### src/rtl/lut_reverse_search.sv
// Sequential reverse lookup for the key->address table: sweeps a key range,
// compares each table entry with a latched target, and reports the first
// matching key and the total number of matches.
module lut_reverse_search #(
  parameter int unsigned KEY_W  = 5,
  parameter int unsigned DATA_W = 8,
  parameter int unsigned HALF   = 16
) (
  input  logic              clk,
  input  logic              reset_n,
  input  logic              start,
  input  logic [DATA_W-1:0] target,
  input  logic [1:0]        range_sel,
  output logic [KEY_W-1:0]  lut_key,
  input  logic [DATA_W-1:0] lut_data,
  output logic              busy,
  output logic              done,
  output logic              found,
  output logic [KEY_W-1:0]  key_out,
  output logic [KEY_W:0]    match_count
);

  localparam logic [KEY_W-1:0] KeyMax   = {KEY_W{1'b1}};
  localparam logic [KEY_W-1:0] HalfKey  = KEY_W'(HALF);
  localparam logic [KEY_W-1:0] HalfLast = KEY_W'(HALF - 1);
  localparam logic [KEY_W-1:0] KeyOne   = KEY_W'(1);
  localparam logic [KEY_W:0]   CountOne = (KEY_W + 1)'(1);

  typedef enum logic [1:0] {StIdle, StScan, StDone} state_e;

  state_e             state_q;
  logic [DATA_W-1:0]  target_q;
  logic [KEY_W-1:0]   hi_q;

  logic [KEY_W-1:0]   lo_sel;
  logic [KEY_W-1:0]   hi_sel;
  logic               range_ok;

  // Decode the requested range into inclusive key bounds; code 3 is reserved.
  always_comb begin
    lo_sel   = '0;
    hi_sel   = KeyMax;
    range_ok = 1'b1;
    case (range_sel)
      2'd0: ;
      2'd1: hi_sel = HalfLast;
      2'd2: lo_sel = HalfKey;
      default: range_ok = 1'b0;
    endcase
  end

  // Search FSM; every output is a register so the table sees a clean key.
  always_ff @(posedge clk or negedge reset_n) begin
    if (!reset_n) begin
      state_q     <= StIdle;
      target_q    <= '0;
      hi_q        <= '0;
      lut_key     <= '0;
      busy        <= 1'b0;
      done        <= 1'b0;
      found       <= 1'b0;
      key_out     <= '0;
      match_count <= '0;
    end else begin
      case (state_q)
        StIdle: begin
          done    <= 1'b0;
          busy    <= 1'b0;
          lut_key <= '0;
          if (start) begin
            found       <= 1'b0;
            key_out     <= '0;
            match_count <= '0;
            busy        <= 1'b1;
            if (range_ok) begin
              target_q <= target;
              hi_q     <= hi_sel;
              lut_key  <= lo_sel;
              state_q  <= StScan;
            end else begin
              // Reserved range: report an empty result without scanning.
              done    <= 1'b1;
              state_q <= StDone;
            end
          end
        end
        StScan: begin
          if (lut_data == target_q) begin
            match_count <= match_count + CountOne;
            if (!found) begin
              found   <= 1'b1;
              key_out <= lut_key;
            end
          end
          // Stop on equality with the upper bound so the key never wraps.
          if (lut_key == hi_q) begin
            done    <= 1'b1;
            state_q <= StDone;
          end else begin
            lut_key <= lut_key + KeyOne;
          end
        end
        StDone: begin
          done    <= 1'b0;
          busy    <= 1'b0;
          lut_key <= '0;
          state_q <= StIdle;
        end
        default: state_q <= StIdle;
      endcase
    end
  end

endmodule

### config.mk
export PLATFORM = sky130hd
export DESIGN_NAME = lut_reverse_search
export DESIGN_NICKNAME = d
export VERILOG_FILES = /design/src/rtl/lut_reverse_search.sv
export SDC_FILE = /design/constraint.sdc
export NUM_CORES = 1
export LEC_CHECK = 0
export CAP_MARGIN = 20
export CORE_AREA = 2 2 61 63
export DETAILED_ROUTE_END_ITERATION = 16
export DIE_AREA = 0 0 63 65
export HOLD_SLACK_MARGIN = 0.03
export PLACE_DENSITY = 0.81
export SETUP_SLACK_MARGIN = 0.3
export SYNTH_ARGS = -nofsm -noshare
export SYNTH_HDL_FRONTEND = slang
export SYNTH_SLANG_ARGS = --single-unit
### constraint.sdc
create_clock -name clk -period 2.9 [get_ports clk]
set_input_delay 0.58 -clock clk [delete_from_list [all_inputs] [get_ports clk]]
set_output_delay 0.58 -clock clk [all_outputs]
set_load 0.05 [all_outputs]
; ---- Yosys cells after proc, flatten, opt, wreduce, memory -nomap -nowiden
; Cells that the tools add are included.
[classes]
order_cmp = 0
n_div = 0
mux = 27
n_reduce_logical = 12
multipliers = 0
eq_ne = 11
shifts = 0
bitwise_logic = 0
addsub = 2
[ops]
columns = cell, n
row1 = $mux W5, 8
row2 = $pmux W5 S3, 1
row3 = $mux W6, 2
row4 = $pmux W6 S2, 1
row5 = $ne A2 B2 Y1 const B, 5
row6 = $pmux W5 S2, 1
row7 = $eq A8 B8 Y1, 1
row8 = $mux W1, 7
row9 = $add A6 B1 Y6 const B, 1
row10 = $mux W2, 3
row11 = $reduce_and A2 Y1, 3
row12 = $reduce_and A3 Y1, 2
row13 = $add A5 B1 Y5 const B, 1
row14 = $eq A5 B5 Y1, 1
row15 = $eq A2 B1 Y1 const B, 2
row16 = $eq A2 B2 Y1 const B, 2
row17 = $logic_not A2 Y1, 2
row18 = $pmux W1 S2, 2
row19 = $pmux W2 S2, 1
row20 = $reduce_and A4 Y1, 1
row21 = $reduce_bool A2 Y1, 2
row22 = $pmux W1 S3, 1
row23 = $reduce_bool A3 Y1, 1
row24 = $reduce_or A3 Y1, 1
[word_totals]
regBits = 34
mem_count = 0
latchBits = 0
rom_bits = 0
in_bits = 21
output_inout_bits = 19
mem_bits_rw = 0
elab_cells = 61

; ---- Depth between registers and ports, before layout
; Gate-level depths: netlist of run 1.
[depth]
ltp_word = 6
ltp_mapped = 9
mapped_depth_nobuf = 7

; ---- Least setup slack after synthesis of run 1
; OpenSTA, ideal clock, no wires.
[synth_timing]
path_type = register -> register
from = reg lut_key[2]
to = reg lut_key[1]
path_buffers = 0
path_slack_ps = 1044
setup_time_ps = 126
t_required_ps = 2774
arrival_ps = 1730
stages_incl_launch_ff = 6
cell_sequence = dfrtp_1 -> nor4_1 -> a22oi_1 -> nor2_1 -> and3_1 -> a311o_1
[synth_via]
elab_chain_len = 3
[synth_lines]
columns = item, line
row1 = from (decl), 14  ; output logic [KEY_W-1:0] lut_key,
row2 = from (signal assigned), 78  ; lut_key <= lo_sel;
row3 = from (signal assigned), 100  ; lut_key <= lut_key + KeyOne;
row4 = $eq A5 B5 Y1, 96  ; if (lut_key == hi_q) begin
row5 = $ne A2 B2 Y1 (no line), n/a
row6 = $reduce_and A2 Y1 (no line), n/a
; No other way between the ends.
; A chain may end at the register's enable or synchronous reset.

; ---- Worst setup path in the final report of run 1
[layout_timing]
from = reg lut_key[2]
to = out lut_key[2]
; No word-level cell between the ends.

==> impl_metrics.ini, run 1 <==
[finish]
nFillCells = 313
antenna-diode-count = 0
drive_gt1_share_pct = 8.00
finalNetCount = 253
mostFrequentLayoutCell = clkdlybuf4s50_1
synthToLayoutAreaGrowth_pct = 26.1
commonest_non_fill_non_tap_cells_in_the_layout = 39 x clkdlybuf4s50_1, 31 x dfrtp_1, 22 x nand2_1

[sta]
report.final.setup_viol = 0
timing.slew.headroom_pct = 50.7
timing_worst_slew_pin_value_ns = 0.738
finalHoldViolCount = 0
report.final.slew_viol_count = 0
rsz0062_at_grt = no
fmaxAchievable_mhz = 442
setup_total_negative_slack_ns = 0
finClkSkew_ns = 0.00990
final_min_period_over_clock_period_pct = 78.0
fin_crit_ns = 2.26

[global_route]
grt_start_max_net_pins = 32
globalRouteTotalUtil_pct = 20.9
grt_pass1_vias = 1478
total_overflow_reported_by_the_global_router = 0
antenna_found_initial = 0
grt_pass1_wl_um = 6600

[clock_network]
cts_hold_buffers = 0
post_cts_repair_resize_count = 0
cts_tree = built
clock_transition_at_the_registers_of_the_reported_paths_ns = 0.08
number_of_setup_buffers_added_after_cts = 0
clockBufferDepth = 2
htreeDepth = 2
cts-buffers-inserted = 5
tritoncts_num_sinks = 31
clk_latency_ns = 0.34
clockRootBuffer = clkbuf_4

[setup_path]
timing.critical_path.from_type = register
slowest_delay_ns = 0.86
crit_type = reg2out
cp.buffers_inverters = 1
crit_path_max_fanout = 9
timing.critical_path.arrival_ns = 1.68
cp_data_required_time_ns = 2.32
cpLargestDelayFamily = buffers and inverters
critPathSlowestCell = clkdlybuf4s50_1
cp_cell_sequence = clkdlybuf4s50_1
worst_setup_path_end_kind = primary output

[drt]
routed-via-count = 1548
drtIter0Drc = 107
drt-wirelength-per-cell_um = 13.8
drtAntennaViolNets = 0
route.final.wire_length_um = 3770
drtPass1Iterations = 4
drt_drc_violations_left = 0
post_drt_via_cell_ratio = 5.67

[synthesis]
synth_cell_type_count = 43
syn-mean-instance-area_um2 = 9.64
synth-seq-cells = 31
synth.top_cell.area_share_pct = 43.3
yosys-top-cells-area = dfrtp_1 43%, mux2_2 5.0%, nand2_1 4.6%, ha_1 4.2%, mux2i_1 3.9%
synth.yosys.warnings = 0
post_synth_inst_count = 186
synthDominantAreaCellType = dfrtp_1
sequential_to_total_area_share_from_yosys_stat_pct = 43.3
synth.cell_area_mm2 = 0.00179
synthesis.nets = 213

[die]
effective_utilization_at_floorplan_pct = 51.3
top_level_ports = 40
core.rowCount = 22
coreArea_mm2 = 0.00350
die_height_um = 65
fp.dieArea_mm2 = 0.00410
fp.dieW_um = 63

[placed_design]
place.port_buffers = 39
dp.final_hpwl_um = 2730
finalWeightedCongestion = 0.846

[power]
power.total_mw = 1.64
total_leakage_power_nw = 0.910
ir_worst_vdd_mv = 0.460
power_per_cell_area_mw_per_mm2 = 723

[worst_hold_path]
min-delay-path-class = reg2reg

[status]
run_status = finished clean

[flow_run]
max_cap_violations = 0
[routing by layer]
layer	up-vias	track usage [%]	part of all wire, %
met5	-	0	0
met4	0	8.06	2.2
met3	11	6.94	5.4
met2	54	33.0	47
met1	731	26.6	46
li1	752	-	-
[through the flow]
step           utilization (%)  std cells  hold WS [ns]  setup slack (ns)  cell area, um2
2_1_floorplan                -        186         0.284              1.04            1790
3_5_place_dp              63.5        267         0.515             0.380            2220
4_1_cts                   64.7        273         0.529             0.622            2260
3_3_place_gp              63.5        267         0.510             0.418            2220
6_report                  64.7        273         0.522             0.638            2260
5_1_grt                   64.7        273         0.548             0.561            2260
[state kept, by name (all words and copies together) (netlist names)]
| signal | cells |
|---|---|
| key_out | 5 |
| busy | 1 |
| match_count | 6 |
| hi_q | 2 |
| found | 1 |
| done | 1 |
| lut_key | 5 |
| target_q | 8 |
| state_q | 2 |
[area by class of cell]
type,count,area (um2),area share [%]
Tap cell,48,60.1,2.66
Clock buffer,6,41.3,1.83
Timing Repair Buffer,41,405,17.9
Sequential cell,31,776,34.3
Inverter,9,35.0,1.55
Multi-Input combinational cell,138,943,41.7
[cells in the mapped netlist (all sizes together)]
master     n
a2111o     2
a211o      2
a21boi     1
a21oi      5
a221o      1
a22oi      1
a2bb2oi    2
a311o      1
a31oi      5
and2       1
and3       1
and4       1
buf        2
clkbuf     6
clkinvlp   1
dfrtp     31
ha         6
inv        8
mux2       8
mux2i      7
nand2     22
nand2b     5
nand3     11
nand3b     1
nand4      2
nor2       7
nor2b      3
nor3       5
nor4       6
o211ai     1
o21ai     12
o22ai      2
o311ai     1
o31a       2
o32ai      1
o41a       1
or2        2
or4        1
xnor2      8
xor2       1
[where the power goes]
part / internal (mW) / switching (mW) / leakage, nW
combinational: 0.315 / 0.450 / 0.484
sequential: 0.544 / 0.104 / 0.402
clock: 0.0859 / 0.136 / 0.0242
total: 0.944 / 0.691 / 0.910
[cell families (layout without fill, tap and decap cells)]
group | Yosys count | in the layout | synth area share (%)
and+or+nand+nor | 68 | 68 | 19.7
muxes | 15 | 15 | 8.93
xor gates and xnor gates | 9 | 9 | 4.40
AOI/OAI and AO/OA | 40 | 40 | 15.4
DFF | 31 | 31 | 43.3
buffers and inverters | 17 | 56 | 4.12
adders and majority gates | 6 | 6 | 4.19
[worst paths after layout]
kind	startpoint	end	cells after the start	slack (ns)
hold / removal	key_out[4]	key_out[4]	2	0.52
min in group asynchronous	reset_n	match_count[1]	2	0.64
setup reg to reg	state_q[0]	match_count[5]	6	0.90
setup / recovery	lut_key[2]	lut_key[2]	1	0.64
hold reg to reg	key_out[4]	key_out[4]	2	0.52
max in group asynchronous	reset_n	state_q[1]	2	1.96
No activity file was read; power rests on OpenSTA's default activity.
==> run 2: changes to the inputs <==
CORE_AREA = 2 2 67 69   (was 2 2 61 63)
DIE_AREA = 0 0 69 71   (was 0 0 63 65)
PLACE_DENSITY = 0.71   (was 0.81)
clock period = 2 ns   (was 2.9 ns; I/O delays follow)
==> run 2 against run 1 <==
Against the previous run: register-to-register slack worse by 0.54 ns; final area up 11%; combinational power up 73%; first-iteration DRC count down 29%; critical path depth unchanged; worst hold slack worse by 0.0077 ns; utilization down 4.9 points; non-clock buffer count up 19; critical path type unchanged.
==> impl_metrics.ini, run 2 (synthesis gave the netlist of run 1 again) <==
[status]
run_status = finished clean

[global_route]
antenna_found_initial = 0
total_overflow_reported_by_the_global_router = 0
grt_pass1_vias = 1443
grt_start_max_net_pins = 32
grt_pass1_wl_um = 6690
globalRouteTotalUtil_pct = 16.9

[clock_network]
clock_transition_at_the_registers_of_the_reported_paths_ns = 0.06
cts_tree = built
htreeDepth = 2
tritoncts_num_sinks = 31
clockBufferDepth = 2
cts_hold_buffers = 0
clockRootBuffer = clkbuf_8
clk_latency_ns = 0.28
cts-buffers-inserted = 5

[power]
internal-power_mw = 1.70
ir_worst_vdd_mv = 0.613
reported_net_switching_power_mw = 1.10
seq_power_share_pct = 33.9
combinationalPowerShare_pct = 47.0
power.clock.fraction_pct = 19.1
total_leakage_power_nw = 1.10
p_sw_share_pct = 39.4
power.total_mw = 2.80
power_per_cell_area_mw_per_mm2 = 1120

[finish]
antenna-diode-count = 0
drive_gt1_share_pct = 25.2
synthToLayoutAreaGrowth_pct = 40.1
commonest_non_fill_non_tap_cells_in_the_layout = 26 x dfrtp_1, 24 x buf_4, 22 x nand2_1
largest_register_ff_count = 8
finalNetCount = 272
mostFrequentLayoutCell = dfrtp_1
nFillCells = 391
largestRegisters = target_q: 8 flops, match_count: 6 flops
register_with_the_most_flip_flops = target_q
finish.utilization_pct = 59.7

[die]
fp.dieW_um = 69
die_height_um = 71
fp.dieArea_mm2 = 0.00490
coreArea_mm2 = 0.00420
effective_utilization_at_floorplan_pct = 42.6
core.rowCount = 24
top_level_ports = 40

[setup_path]
cpLargestDelayFamily = buffers and inverters
slowest_delay_ns = 0.55
reg2regPathDepth = 7
critPathSlowestCell = dlygate4sd2_1
timing.critical_path.arrival_ns = 1.27
crit_type = reg2out
worst_setup_path_end_kind = primary output
crit_path_max_fanout = 7
cp_data_required_time_ns = 1.60
timing.critical_path.from_type = register
worstSetupPathDepth = 1
cp_cell_sequence = dlygate4sd2_1
cp.buffers_inverters = 1

[drt]
route.final.wire_length_um = 4240
drtIter0Drc = 76
post_drt_via_cell_ratio = 5.35
drtAntennaViolNets = 0
drtPass1Iterations = 4
drt_drc_violations_left = 0
routed-via-count = 1595
drt-wirelength-per-cell_um = 14.2

[placed_design]
place.port_buffers = 39
finalWeightedCongestion = 0.818
dp.final_hpwl_um = 2810

[sta]
timing_worst_slew_pin_value_ns = 0.517
rsz0062_at_grt = yes
report.final.setup_viol = 0
fmaxAchievable_mhz = 598
timing.slew.headroom_pct = 65.6
finalHoldWorstSlack_ns = 0.514
finClkSkew_ns = 0.00437
report.final.slew_viol_count = 0
setup_total_negative_slack_ns = 0
final_min_period_over_clock_period_pct = 83.7
finalHoldViolCount = 0
fin_crit_ns = 1.67

[flow_run]
max_cap_violations = 0

[worst_hold_path]
min-delay-path-class = in2async
-- run 2: cell types whose count changed in the layout (fill, tap and decap cells not counted), sizes merged --
cell	change
clkdlybuf4s50	-27
buf	+26
dlygate4sd2	+19
clkbuf	+3
-- run 2: repair_timing --
action                                  in CTS  in global routing
buffers inserted                             2                  8
pin swaps                                   10                  7
endpoints found under the setup margin      24                 17
resized for setup                           24                 15
-- run 2: layout make-up --
cell class	instances	area [um2]	area share, %
clock buffer	8	100	3.99
sequential	31	782	31.1
multi-input combinational	138	1000	40.0
timing repair buffer	60	523	20.8
inverter	9	37.5	1.49
tap	52	65.1	2.59
-- run 2: final timing paths --
kind	startpoint	to	slack (ns)
setup / recovery	lut_key[1]	lut_key[1]	0.33
hold / removal	reset_n	target_q[7]	0.51
setup reg to reg	target_q[5]	match_count[4]	0.36
hold reg to reg	key_out[4]	key_out[4]	0.52
max in group asynchronous	reset_n	lut_key[0]	1.18
min in group clk	key_out[4]	key_out[4]	0.52
-- run 2: metrics by stage --
step / cells / setup slack [ns] / instance area [um2]
3_5_place_dp: 280 / -0.188 / 2300
4_1_cts: 290 / 0.302 / 2400
5_1_grt: 298 / 0.252 / 2510
6_report: 298 / 0.327 / 2510
2_1_floorplan: 186 / 0.277 / 1820
3_3_place_gp: 280 / -0.155 / 2300
-- run 2: routing by layer --
layer	vias up	track usage, %	wire length, um
li1	798	-	-
met1	754	22.1	1930
met2	38	27.6	2080
met3	5	3.56	165
met4	0	6.54	58
met5	-	0	0
-- run 2: power by group through the flow --
| stage | sequential, mW | combinational (mW) | clock (mW) |
|---|---|---|---|
| after global routing | 0.971 | 1.43 | 0.579 |
| final | 0.951 | 1.32 | 0.536 |
| after floorplan | 1.10 | 0.681 | 0 |
| after detailed placement | 0.956 | 1.19 | 0 |
| after CTS | 0.949 | 1.17 | 0.551 |
| after global placement | 0.954 | 1.18 | 0 |
==> run 3: changes to the inputs <==
clock period = 1.37 ns   (was 2 ns; I/O delays follow)
==> run 3 against run 2 <==
Against the previous run: the run now ends with negative setup slack left; sequential power up 47%; wire length up 76%; final area up 44%; via count up 29%; largest power group unchanged; flip-flop and latch count unchanged; critical path depth up 5; count of clock-buffer cells in the layout down 2.
==> impl_metrics.ini, run 3 (synthesis gave the netlist of run 1 again) <==
[die]
core.rowCount = 24
top_level_ports = 40
fp.dieArea_mm2 = 0.00490
coreArea_mm2 = 0.00420
die_height_um = 71
fp.dieW_um = 69
effective_utilization_at_floorplan_pct = 42.6

[sta]
rsz0062_at_grt = yes
report.final.slew_viol_count = 0
finClkSkew_ns = 0.00923
final_min_period_over_clock_period_pct = 129
finalHoldViolCount = 0
report.final.setup_viol = 32
fmaxAchievable_mhz = 565
setup_slack_ns = -0.401
timing_worst_slew_pin_value_ns = 0.417
timing.slew.headroom_pct = 72.1
finalHoldWorstSlack_ns = 0.336
setup_total_negative_slack_ns = -8.33
fin_crit_ns = 1.77

[setup_path]
crit_path_max_fanout = 4
timing.critical_path.arrival_ns = 1.96
timing.critical_path.from_type = register
cp_data_required_time_ns = 1.56
worst_setup_path_end_kind = register
regToRegSetupSlack_ns = -0.40
crit_type = reg2reg

[clock_network]
htreeDepth = 2
clk_latency_ns = 0.30
cts_tree = built
cts_hold_buffers = 0
clockBufferDepth = 2
clock_transition_at_the_registers_of_the_reported_paths_ns = 0.07
clockRootBuffer = clkbuf_8
tritoncts_num_sinks = 31
cts-buffers-inserted = 5

[finish]
antenna-diode-count = 0
commonest_non_fill_non_tap_cells_in_the_layout = 47 x buf_4, 24 x buf_12, 22 x dfrtp_1
finalNetCount = 327
register_with_the_most_flip_flops = target_q
nFillCells = 185
mostFrequentLayoutCell = buf_4
largestRegisters = target_q: 8 flops, match_count: 6 flops
synthToLayoutAreaGrowth_pct = 102
drive_gt1_share_pct = 55.5
largest_register_ff_count = 8

[placed_design]
dp.final_hpwl_um = 3490
place.port_buffers = 39
finalWeightedCongestion = 0.859
place_ws_ns = -0.706

[status]
violations = negative setup slack
run_status = finished with violations

[drt]
drt-wirelength-per-cell_um = 21.1
drtAntennaViolNets = 0
drtIter0Drc = 149
drtPass1Iterations = 5
route.final.wire_length_um = 7460
drt_drc_violations_left = 0
routed-via-count = 2063
post_drt_via_cell_ratio = 5.84

[global_route]
total_overflow_reported_by_the_global_router = 0
grt_pass1_wl_um = 9990
antenna_found_initial = 0
grt_start_max_net_pins = 32
globalRouteTotalUtil_pct = 25.9
grt_pass1_vias = 2073

[power]
power.total_mw = 6.33
power_per_cell_area_mw_per_mm2 = 1750
total_leakage_power_nw = 1.59
ir_worst_vdd_mv = 1.32

[worst_hold_path]
min-delay-path-class = in2async

[flow_run]
max_cap_violations = 0
==> run 3: layer usage <==
layer	GRT usage, %	routed length (um)
met5	0	0
met4	13.3	241
met3	5.70	375
met2	43.9	3830
met1	31.0	3020
==> run 3: power breakdown <==
group,switching [mW],internal [mW]
clock,0.379,0.588
combinational,1.86,2.10
sequential,0.239,1.16
total,2.47,3.85
==> run 3: final timing paths <==
kind / from / endpoint / depth (start not counted)
worst max-delay path: target_q[4] / match_count[1] / 6
worst min-delay path: reset_n / lut_key[1] / 2
worst max register to register: target_q[4] / match_count[1] / 6
worst min register to register: target_q[2] / target_q[2] / 1
max in group asynchronous: reset_n / lut_key[2] / 2
min in group clk: target_q[2] / target_q[2] / 1
==> run 3: repair_timing <==
action	CTS	global route
pin swaps	27	18
setup buffers	23	12
cloned	2	0
endpoints found under the setup margin	50	50
resized for setup	54	31
==> run 3: worst max-delay path: stages (launching register included) <==
cell and delay (ns):
dfrtp_1 0.40, xnor2_1 0.25, nand4_1 0.19, or2_4 0.30
bufbuf_16 0.28, a31oi_4 0.17, nand2_1 0.07
==> run 3: cell type report <==
type | count | area, um2 | area share (%)
Clock buffer | 6 | 82.6 | 2.28
Clock inverter | 2 | 35.0 | 0.967
Inverter | 9 | 40.0 | 1.10
Multi-Input combinational cell | 139 | 1300 | 36.0
Sequential cell | 31 | 787 | 21.7
Tap cell | 52 | 65.1 | 1.79
Timing Repair Buffer | 114 | 1310 | 36.2
==> run 3: metrics by stage <==
stage	util [%]	cells	instance area, um2
6_report	86.2	353	3620
3_3_place_gp	67.9	308	2850
4_1_cts	80.5	341	3380
3_5_place_dp	67.9	308	2850
5_1_grt	86.2	353	3620
2_1_floorplan	-	186	1930
